## config.mk

```make
export PLATFORM = sky130hd
export DESIGN_NAME = packet_payload_capture
export DESIGN_NICKNAME = d
export VERILOG_FILES = /design/src/rtl/pkt_pkg.sv /design/src/rtl/pkt_xor_accum.sv /design/src/rtl/packet_payload_capture.sv
export SDC_FILE = /design/constraint.sdc
export NUM_CORES = 1
export LEC_CHECK = 0
export ABC_CLOCK_PERIOD_IN_PS = 2000
export CORE_MARGIN = 3
export CORE_UTILIZATION = 47
export DETAILED_ROUTE_END_ITERATION = 12
export GPL_TIMING_DRIVEN = 0
export PLACE_DENSITY_LB_ADDON = 0.2
export SLEW_MARGIN = 5
export SYNTH_ARGS = -nofsm -noshare
export SYNTH_HDL_FRONTEND = slang
export SYNTH_SLANG_ARGS = --single-unit
```

## constraint.sdc

```tcl
create_clock -name clk -period 2 [get_ports clk]
set_input_delay 0.4 -clock clk [delete_from_list [all_inputs] [get_ports clk]]
set_output_delay 0.4 -clock clk [all_outputs]
set_load 0.005 [all_outputs]
```

## src/rtl/pkt_pkg.sv

```systemverilog
// Shared definitions for the packet detector / payload capture pair:
// FSM state encoding, header byte constants and checksum seed.
package pkt_pkg;

  typedef enum logic [1:0] {
    ST_IDLE    = 2'd0,
    ST_LEN     = 2'd1,
    ST_PAYLOAD = 2'd2,
    ST_CHK     = 2'd3
  } state_t;

  // Header sequence recognised by the upstream detector.
  localparam logic [7:0] HDR_B0 = 8'hAA;
  localparam logic [7:0] HDR_B1 = 8'h55;
  localparam logic [7:0] HDR_B2 = 8'hF0;

  localparam logic [7:0] CHK_INIT = 8'h00;

  // A length is usable only if it is non-zero and fits the capture window.
  function automatic logic len_ok(input logic [7:0] len, input logic [7:0] max_len);
    return (len != 8'h00) && (len <= max_len);
  endfunction

endpackage

```

## src/rtl/pkt_xor_accum.sv

```systemverilog
// 8-bit XOR accumulator with synchronous load/enable and an equality
// compare against an external byte.
module pkt_xor_accum
  import pkt_pkg::*;
(
  input  logic       clk,
  input  logic       reset,
  input  logic       load,
  input  logic [7:0] load_val,
  input  logic       en,
  input  logic [7:0] din,
  input  logic [7:0] cmp_val,
  output logic       match
);

  logic [7:0] acc_reg;

  always_ff @(posedge clk or negedge reset) begin
    if (!reset) begin
      acc_reg <= CHK_INIT;
    end else if (load) begin
      acc_reg <= load_val;
    end else if (en) begin
      acc_reg <= acc_reg ^ din;
    end
  end

  assign match = (acc_reg == cmp_val);

endmodule

```

## src/rtl/packet_payload_capture.sv

```systemverilog
// Parses length, payload and optional XOR checksum after the detector's header strobe.
// Checksum stage is built only when PKT_CAPTURE_CHECKSUM_EN is defined.
module packet_payload_capture
  import pkt_pkg::*;
#(
  parameter int MAX_LEN = 16
) (
  input  logic       clk,
  input  logic       reset,
  input  logic [7:0] X,
  input  logic       hdr_det,
  output logic [7:0] out_data,
  output logic       out_valid,
  output logic       out_sof,
  output logic       out_eof,
  output logic       frame_ok,
  output logic       frame_err,
  output logic [1:0] state
);

  localparam int              CW        = $clog2(MAX_LEN + 1);
  localparam logic [7:0]      MAX_LEN_B = 8'(MAX_LEN);
  localparam logic [CW-1:0]   CNT_ONE   = CW'(1);

  state_t        state_reg, state_next;
  logic [CW-1:0] cnt_reg, cnt_next;
  logic          first_reg, first_next;
  logic [7:0]    out_data_reg, out_data_next;
  logic          out_valid_reg, out_valid_next;
  logic          out_sof_reg, out_sof_next;
  logic          out_eof_reg, out_eof_next;
  logic          frame_ok_reg, frame_ok_next;
  logic          frame_err_reg, frame_err_next;

`ifdef PKT_CAPTURE_CHECKSUM_EN
  logic acc_load, acc_en, acc_match;

  // The checksum byte is compared straight off the bus while in CHK.
  pkt_xor_accum u_accum (
    .clk      (clk),
    .reset    (reset),
    .load     (acc_load),
    .load_val (X),
    .en       (acc_en),
    .din      (X),
    .cmp_val  (X),
    .match    (acc_match)
  );
`endif

  always_ff @(posedge clk or negedge reset) begin
    if (!reset) begin
      state_reg     <= ST_IDLE;
      cnt_reg       <= '0;
      first_reg     <= 1'b0;
      out_data_reg  <= 8'h00;
      out_valid_reg <= 1'b0;
      out_sof_reg   <= 1'b0;
      out_eof_reg   <= 1'b0;
      frame_ok_reg  <= 1'b0;
      frame_err_reg <= 1'b0;
    end else begin
      state_reg     <= state_next;
      cnt_reg       <= cnt_next;
      first_reg     <= first_next;
      out_data_reg  <= out_data_next;
      out_valid_reg <= out_valid_next;
      out_sof_reg   <= out_sof_next;
      out_eof_reg   <= out_eof_next;
      frame_ok_reg  <= frame_ok_next;
      frame_err_reg <= frame_err_next;
    end
  end

  always_comb begin
    state_next     = state_reg;
    cnt_next       = cnt_reg;
    first_next     = first_reg;
    out_data_next  = out_data_reg;
    out_valid_next = 1'b0;
    out_sof_next   = 1'b0;
    out_eof_next   = 1'b0;
    frame_ok_next  = 1'b0;
    frame_err_next = 1'b0;
`ifdef PKT_CAPTURE_CHECKSUM_EN
    acc_load       = 1'b0;
    acc_en         = 1'b0;
`endif
    case (state_reg)
      ST_IDLE: begin
        if (hdr_det) state_next = ST_LEN;
      end
      ST_LEN: begin
        // Range check happens before the counter load, so the counter never wraps.
        if (!len_ok(X, MAX_LEN_B)) begin
          frame_err_next = 1'b1;
          state_next     = ST_IDLE;
        end else begin
          cnt_next   = X[CW-1:0];
          first_next = 1'b1;
          state_next = ST_PAYLOAD;
`ifdef PKT_CAPTURE_CHECKSUM_EN
          acc_load   = 1'b1;
`endif
        end
      end
      ST_PAYLOAD: begin
        out_data_next  = X;
        out_valid_next = 1'b1;
        out_sof_next   = first_reg;
        first_next     = 1'b0;
        cnt_next       = cnt_reg - CNT_ONE;
`ifdef PKT_CAPTURE_CHECKSUM_EN
        acc_en         = 1'b1;
`endif
        if (cnt_reg == CNT_ONE) begin
          out_eof_next = 1'b1;
`ifdef PKT_CAPTURE_CHECKSUM_EN
          state_next   = ST_CHK;
`else
          frame_ok_next = 1'b1;
          state_next    = ST_IDLE;
`endif
        end
      end
`ifdef PKT_CAPTURE_CHECKSUM_EN
      ST_CHK: begin
        frame_ok_next  = acc_match;
        frame_err_next = !acc_match;
        state_next     = ST_IDLE;
      end
`endif
      default: state_next = ST_IDLE;
    endcase
  end

  assign out_data  = out_data_reg;
  assign out_valid = out_valid_reg;
  assign out_sof   = out_sof_reg;
  assign out_eof   = out_eof_reg;
  assign frame_ok  = frame_ok_reg;
  assign frame_err = frame_err_reg;
  assign state     = state_reg;

endmodule

```

---- Word level (Yosys, flattened, before mapping) ----
Index checks and enable logic that the tools add are counted.
W data, S select, Z words.
word-level totals
  register bits after elaboration ......... 20
  bits in latches ......................... 0
  bits in writable memories ............... 0
  ROM bits ................................ 0
  output and inout bits ................... 15
  memories kept ........................... 0
cells by class
  add/subtract/negate cells ............... 1
  multipliers ............................. 0
  div/mod/pow operators ................... 0
  order comparisons ....................... 1
  equality and inequality tests ........... 6
  shift operators ......................... 0
  multiplexer cells ....................... 14
  bitwise gates (word level) .............. 0
  reductions and logical operators ........ 6
operators with widths
  cell                   number
  $pmux W5 S2            1
  $le A8 B5 Y1 const B   1
  $reduce_bool A8 Y1     1
  $mux W1                7
  $mux W2                3
  $ne A2 B2 Y1 const B   3
  $pmux W2 S3            1
  $eq A5 B1 Y1 const B   1
  $mux W5                1
  $sub A5 B1 Y5 const B  1
  $reduce_and A2 Y1      2
  $eq A2 B1 Y1 const B   1
  $eq A2 B2 Y1 const B   1
  $logic_not A2 Y1       1
  $pmux W1 S2            1
  $reduce_bool A2 Y1     1
  $logic_and A1 B1 Y1    1

---- Logic depth before layout (Yosys ltp) ----
Gate-level depths: netlist (run 1).
  word-level depth ........................ 4
  mapped depth ............................ 6
  depth with buffers taken out ............ 6

---- Worst setup path before layout (run 1) ----
No wires, ideal clock.
  path type ............................... input port to flip-flop
  start point ............................. input port X[5]
  end point ............................... register cnt_reg[1]
  arrival time ............................ 1.442 ns
  path slack .............................. 0.416 ns
  stages on the path ...................... 4
  buffers on the path ..................... 0
  cell sequence ........................... or4_4 mux2i_4 and2_4 o311ai_2
between the ends
  cells in the longest elaborated chain, start to end .. 4
  elaborated cells on any way between the ends .. 5
ends and longest elaborated chain
  element                                             line                          text
  from (decl)                                         packet_payload_capture.sv:10  input logic [7:0] X,
  $le A8 B5 Y1 or $reduce_bool A8 Y1 (tied branches)  pkt_pkg.sv:21                 return (len != 8'h00) && (len <= max_len);
  $logic_and A1 B1 Y1 (*)                             pkt_pkg.sv:21
  $ne A2 B2 Y1 (no line) (*)                          n/a
  $reduce_and A2 Y1 (no line) (*)                     n/a
  to (signal assigned)                                packet_payload_capture.sv:64  cnt_reg <= cnt_next;
  to (decl)                                           packet_payload_capture.sv:26  logic [CW-1:0] cnt_reg, cnt_next;
Mark *: on every way between the ends. The rest lies on a longest branch, timed or not.
A chain may end at the register's enable or synchronous reset.

---- Final worst setup path (run 1) ----
Same ends and word-level chain as after synthesis.

==> run metrics, run 1 <==
initial cell density of the core=50.32%; leak pwr=between 0.0005 and 0.0006 uW; Async SR Flop Fraction=100.0%; Die Span Y=52.06 um; row cnt=16; max-slew violation total from the final report=0; Max-cap violations=0; Total GRT Usage=just under 20%; EDFF count, synth=0; Setup crit end kind=flip-flop; Unique masters post-synth=33; NumNets Final=142; status=completed; RSZ-0062 raised after global routing=no; PortBufs=25; final setup violation count=0; CTS tree=done; die area=roughly 2700 um2; Synth area leaders=dfrtp_1 (50%), nand2_1 (9.8%), and2_1 (2.5%); R2R setup slack=between 0.4 and 0.5 ns; number of vias per cell=5.245; r2r startpoint=state[0]; crit path DAT=a little over 2 ns; DRC Markers=0; global-route wire length before repair=3850 um; Main synth FF type=dfrtp_1; CTS buffer count=3; largest net degree at the start of global routing=21; post-cts sizing count=0; CTS sink count=20; reg2reg end=cnt_reg[4]; Hold WS=0.4880 ns; gpl congestion=0.7999; max reg flops=8; worst slew pin tran=between 0.8 and 0.9 ns; Max Fanout on Critical Path=9; CORE AREA=between 1500 and 2000 um2; synth cell count leaders=nand2_1 (26), dfrtp_1 (20), inv_1 (5), nor2_1 (5); Area Growth Syn to Fin=32.12%; Fmax=approximately 540 MHz; period utilization=93.33%; Hold Startpoint=out_data[0]; Max VDD drop=627.4 uV; sequential share of the synthesized area=50.19%; final hold violations=0; diode count=0; Worst Hold Class=reg2reg; Routed WL=around 2100 um; Period minus WS final=1.867 ns; Initial DRC Count=7; Final HPWL DP=1630 um; Detail Route Antenna Nets=0; clk_lat worst skew=0.30 ns; post-synth top area share=around half; setup bufs post-CTS=0; clk slew on worst S/H paths=0.11 ns; Setup CP Type=in2reg; clk root buf=clkbuf_4; count of filler cells inserted in the layout=168; Post-Syn Area=997.2 um2; clk_skew=0.002511 ns; vias in the first global route=about 880; most area-hungry cell type in the Yosys netlist=dfrtp_1; total I/O pin count=26; gr ovfl total=0; Slew headroom=42.91%; Routed wire per std cell=13.67 um; Ys Warns=0; most common cell in the netlist=nand2_1; Net Count, Synth=112; share of layout cells above drive strength 1=a little over a tenth; clk buf depth=2; via count=813; die width=roughly 52 um; Final Total Pwr=1319 uW; Worst Setup Start Kind=input port; Worst Hold End=out_data[0]; htree depth=1; power per standard cell area=1001 nW/um2; drt first pass iters=3; initial antenna violation count=0; CP required=2.18 ns; Mean Syn Cell Area=about 10 um2; cts hold-fix bufs=0; cell count after synthesis=99; Yosys reg bits=20; FF-to-FF path depth=5; hold path depth=2
## report_power, final
part,internal (uW),switching [uW],total (uW)
clock,111,125,236
combinational,279,181,460
sequential,531,92.2,623
## stage by stage
stage / setup TNS (ns) / area (um2) / worst slack (ns) / utilization [%] / std cells
after floorplan: 0 / 997.2 / 0.4162 / - / 99
after global placement: -0.5301 / 1281 / -0.1318 / 64.65 / 151
after detailed placement: -0.9290 / 1281 / -0.1881 / 64.65 / 151
after CTS: 0 / 1318 / 0.1423 / 66.48 / 155
after global routing: 0 / 1318 / 0.06497 / 66.48 / 155
final: 0 / 1318 / 0.1335 / 66.48 / 155
## logic make-up (layout without fill, tap and decap cells)
logic type	count (synthesis)	count (layout)	share of synthesized area (%)
fa+ha+maj	2	2	2.509
buf+inv	10	39	4.141
mux	1	1	2.258
simple gates	50	50	27.60
compound gates	15	15	12.42
xor+xnor	1	1	0.8785
flops	20	20	50.19
## per-layer routing
metal	vias up	global-route usage [%]	part of all wire, %
met2	19	31.38	52
li1	399	-	-
met1	387	24.04	42
met3	8	4.011	4.1
met5	-	0	0
met4	0	10.48	2.0
## cells in the final DEF (no fill, tap or decap), drive strengths merged, types with 2 or more instances in the layout
cell type      instances
clkdlybuf4s50         25
o311ai                 3
dfrtp                 20
inv                    5
nand2                 26
o21ai                  4
nand4b                 2
nand2b                 2
and2                   5
clkbuf                 8
nor2                   5
nand3                  2
nor4b                  2
ha                     2
## critical path: stages
cell and delay, ns:
clkdlybuf4s50_1 0.45, or4_4 0.57, mux2i_4 0.31, and2_4 0.23
o311ai_2 0.08
## worst max-delay path by stage
stage / startpoint / end / slack [ns] / cells past startpoint
floorplan: X[5] / cnt_reg[1] / 0.42 / 4
global placement: X[5] / cnt_reg[1] / -0.13 / 5
detailed placement: X[5] / cnt_reg[1] / -0.19 / 5
CTS: X[5] / cnt_reg[1] / 0.14 / 5
global route: X[5] / cnt_reg[1] / 0.06 / 5
finish: X[5] / cnt_reg[1] / 0.13 / 5
## area by class of cell
cell class | instances | area, um2 | share of cell area, %
inverter | 5 | 18.77 | 1.425
timing repair buffer | 25 | 250.2 | 18.99
multi-input combinational | 69 | 455.4 | 34.57
sequential | 20 | 500.5 | 37.99
buffer | 5 | 22.52 | 1.709
tap | 27 | 33.78 | 2.564
clock buffer | 4 | 36.28 | 2.754
(Power assumes the default switching activity.)
==> inputs of run 2 (changes only) <==
--- a/config.mk
+++ b/config.mk
@@ -9,7 +9,6 @@
 export CORE_MARGIN = 3
 export CORE_UTILIZATION = 47
 export DETAILED_ROUTE_END_ITERATION = 12
-export GPL_TIMING_DRIVEN = 0
 export PLACE_DENSITY_LB_ADDON = 0.2
 export SLEW_MARGIN = 5
 export SYNTH_ARGS = -nofsm -noshare
==> run metrics, run 2 (synthesized netlist as in run 1, its figures left out) <==
initial antenna violation count=0 (unchanged); largest net degree at the start of global routing=21 (unchanged); Comb pwr share=35.0% (was 34.9%); clk_lat worst skew=0.30 ns (about the same); Initial DRC Count=19 (was 7); Area Growth Syn to Fin=36.01% (was 32.12%); htree depth=1 (unchanged); Worst Setup EP=state[0] (was cnt_reg[1]); total I/O pin count=26 (unchanged); status=completed (unchanged); number of vias per cell=5.209 (was 5.245); count of filler cells inserted in the layout=157 (was 168); CP required=1.60 ns (was 2.18 ns); setup_tns=0 ns (unchanged); Hold WS=0.4231 ns (was 0.4880 ns); Routed wire per std cell=13.34 um (was 13.67 um); R2R setup slack=0.35 ns (was 0.45 ns); clk_skew=0.006744 ns (was 0.002511 ns); CTS buffer count=3 (unchanged); share of layout cells above drive strength 1=16.79% (was 10.94%); period utilization=91.90% (was 93.33%); Setup CP Type=reg2out (was in2reg); Max-cap violations=0 (unchanged); vias in the first global route=804 (was 875); CTS tree=done (unchanged); slowest stage delay, CP=0.57 ns (about the same); power share of the clock group=17.6% (was 17.9%); Crit path max-delay family=buffers and inverters (was simple AND/OR/NAND/NOR gates); CP Cell Sequence=clkdlybuf4s50_1 (was clkdlybuf4s50_1 -> or4_4 -> mux2i_4 -> and2_4 -> o311ai_2); initial cell density of the core=50.32% (unchanged); CORE AREA=1982 um2 (unchanged); leak pwr=0.0006072 uW (was 0.0005800 uW); final hold violations=0 (unchanged); Total GRT Usage=18.02% (was 19.42%); most frequent cells in the layout=nand2_1 (26), clkdlybuf4s50_1 (25), dfrtp_1 (19) (was nand2_1 (26), clkdlybuf4s50_1 (25), dfrtp_1 (20)); Max VDD drop=589.2 uV (was 627.4 uV); Max Fanout on Critical Path=12 (was 9); PortBufs=25 (unchanged); met2 GRT Util=29.29% (was 31.38%); Slew headroom=72.94% (was 42.91%); crit path DAT=1.44 ns (was 2.04 ns); Worst Hold Class=in2async (was reg2reg); DRC Markers=0 (unchanged); CTS sink count=20 (unchanged); row cnt=16 (unchanged); Detail Route Antenna Nets=0 (unchanged); CP max-delay cell=clkdlybuf4s50_1 (was or4_4); Period minus WS final=1.838 ns (was 1.867 ns); FF-to-FF path depth=4 (was 5); NumNets Final=145 (was 142); die width=52.06 um (unchanged); worst slew pin tran=0.4002 ns (was 0.8536 ns); clk buf depth=2 (unchanged); Psw=399.5 uW (was 398.7 uW); number of buffers and inverters on the critical path=1 (unchanged); Final HPWL DP=1637 um (was 1630 um); grt met3 use=4.871% (was 4.011%); Flop pwr share=47.4% (was 47.2%); RSZ-0062 raised after global routing=no (unchanged); max-slew violation total from the final report=0 (unchanged); die area=2710 um2 (unchanged); CP Launch Point=state[0] (was X[5]); Internal=928.1 uW (was 920.4 uW); Worst Setup Start Kind=flip-flop (was input port); Switching Fraction=30.09% (was 30.23%); drt first pass iters=4 (was 3); Setup crit end kind=output pin (was flip-flop); Fmax=544.1 MHz (was 535.8 MHz); global route hottest layer=met2 (unchanged); Levels on crit path=1 (was 5); diode count=0 (unchanged); via count=823 (was 813); gr ovfl total=0 (unchanged); Routed WL=2108 um (was 2119 um); final setup violation count=0 (unchanged); cts hold-fix bufs=0 (unchanged); reg2reg end=cnt_reg[0] (was cnt_reg[4]); clk slew on worst S/H paths=0.11 ns (about the same); GR Layer Usage met1=22.20% (was 24.04%); power per standard cell area=978.8 nW/um2 (was 1001 nW/um2); r2r startpoint=state[0] (unchanged); global-route wire length before repair=3594 um (was 3850 um); commonest non-fill, non-tap cell in the layout=nand2_1 (unchanged); clk root buf=clkbuf_4 (unchanged); gpl congestion=0.7600 (was 0.7999); Die Span Y=52.06 um (unchanged); max reg flops=8 (unchanged)
[run 2: changes by cell type in the layout (fill, tap and decap cells not counted)]
cell / previous run / this run
dfrtp_2: 0 / 1
buf_4: 1 / 8
clkbuf_1: 4 / 0
dfrtp_1: 20 / 19
[run 2: layout make-up]
cell class	count	area, um2	area share, %
Multi-Input combinational cell	69	455.4	33.58
Timing Repair Buffer	33	310.3	22.88
Inverter	5	18.77	1.384
Clock buffer	4	36.28	2.675
Sequential cell	20	501.7	36.99
Tap cell	27	33.78	2.491
[run 2: worst min path at each step]
stage                        endpoint  depth (start not counted)        start  slack (ns)
after global placement    out_data[4]                          2  out_data[4]        0.46
after global routing        out_valid                          2        reset        0.44
after detailed placement  out_data[4]                          2  out_data[4]        0.46
after CTS                   out_valid                          2        reset        0.43
after floorplan            cnt_reg[0]                          0        reset        0.10
final                      cnt_reg[2]                          2        reset        0.42
[run 2: power groups by stage]
| stage | Clock, uW | Sequential, uW | Combinational [uW] |
|---|---|---|---|
| after floorplan | 0 | 620 | 206 |
| after global placement | 0 | 631 | 450 |
| after detailed placement | 0 | 636 | 468 |
| after CTS | 239 | 630 | 471 |
| after global routing | 261 | 648 | 514 |
| final | 234 | 629 | 464 |
[run 2: worst register-to-register path: cells and delay by family, from the launching register on]
family                 cells  cell delay, ns
flip-flops                 1            0.56
AO/OA/AOI/OAI              2            0.43
buffers and inverters      1            0.21
AND/OR/NAND/NOR            1            0.38
[run 2: repair_timing]
item                       in CTS  in global routing
gates resized for setup         0                  1
setup buffers                   0                  0
setup endpoints to repair       0                  1
[run 2: stage by stage]
step | utilization, % | cells | total power [uW] | worst slack, ns | area, um2
after floorplan | - | 99 | 826.4 | 0.4162 | 997.2
after global placement | 66.54 | 154 | 1081 | -0.1008 | 1319
after detailed placement | 66.54 | 154 | 1104 | -0.1441 | 1319
after CTS | 68.37 | 158 | 1340 | 0.04737 | 1355
after global routing | 68.43 | 158 | 1424 | 0.1037 | 1356
final | 68.43 | 158 | 1328 | 0.1620 | 1356
[run 2: layer usage]
layer | vias to the layer above | wire (um)
met5 | - | 0
li1 | 402 | -
met2 | 23 | 1023
met3 | 4 | 115
met4 | 0 | 21
met1 | 394 | 947
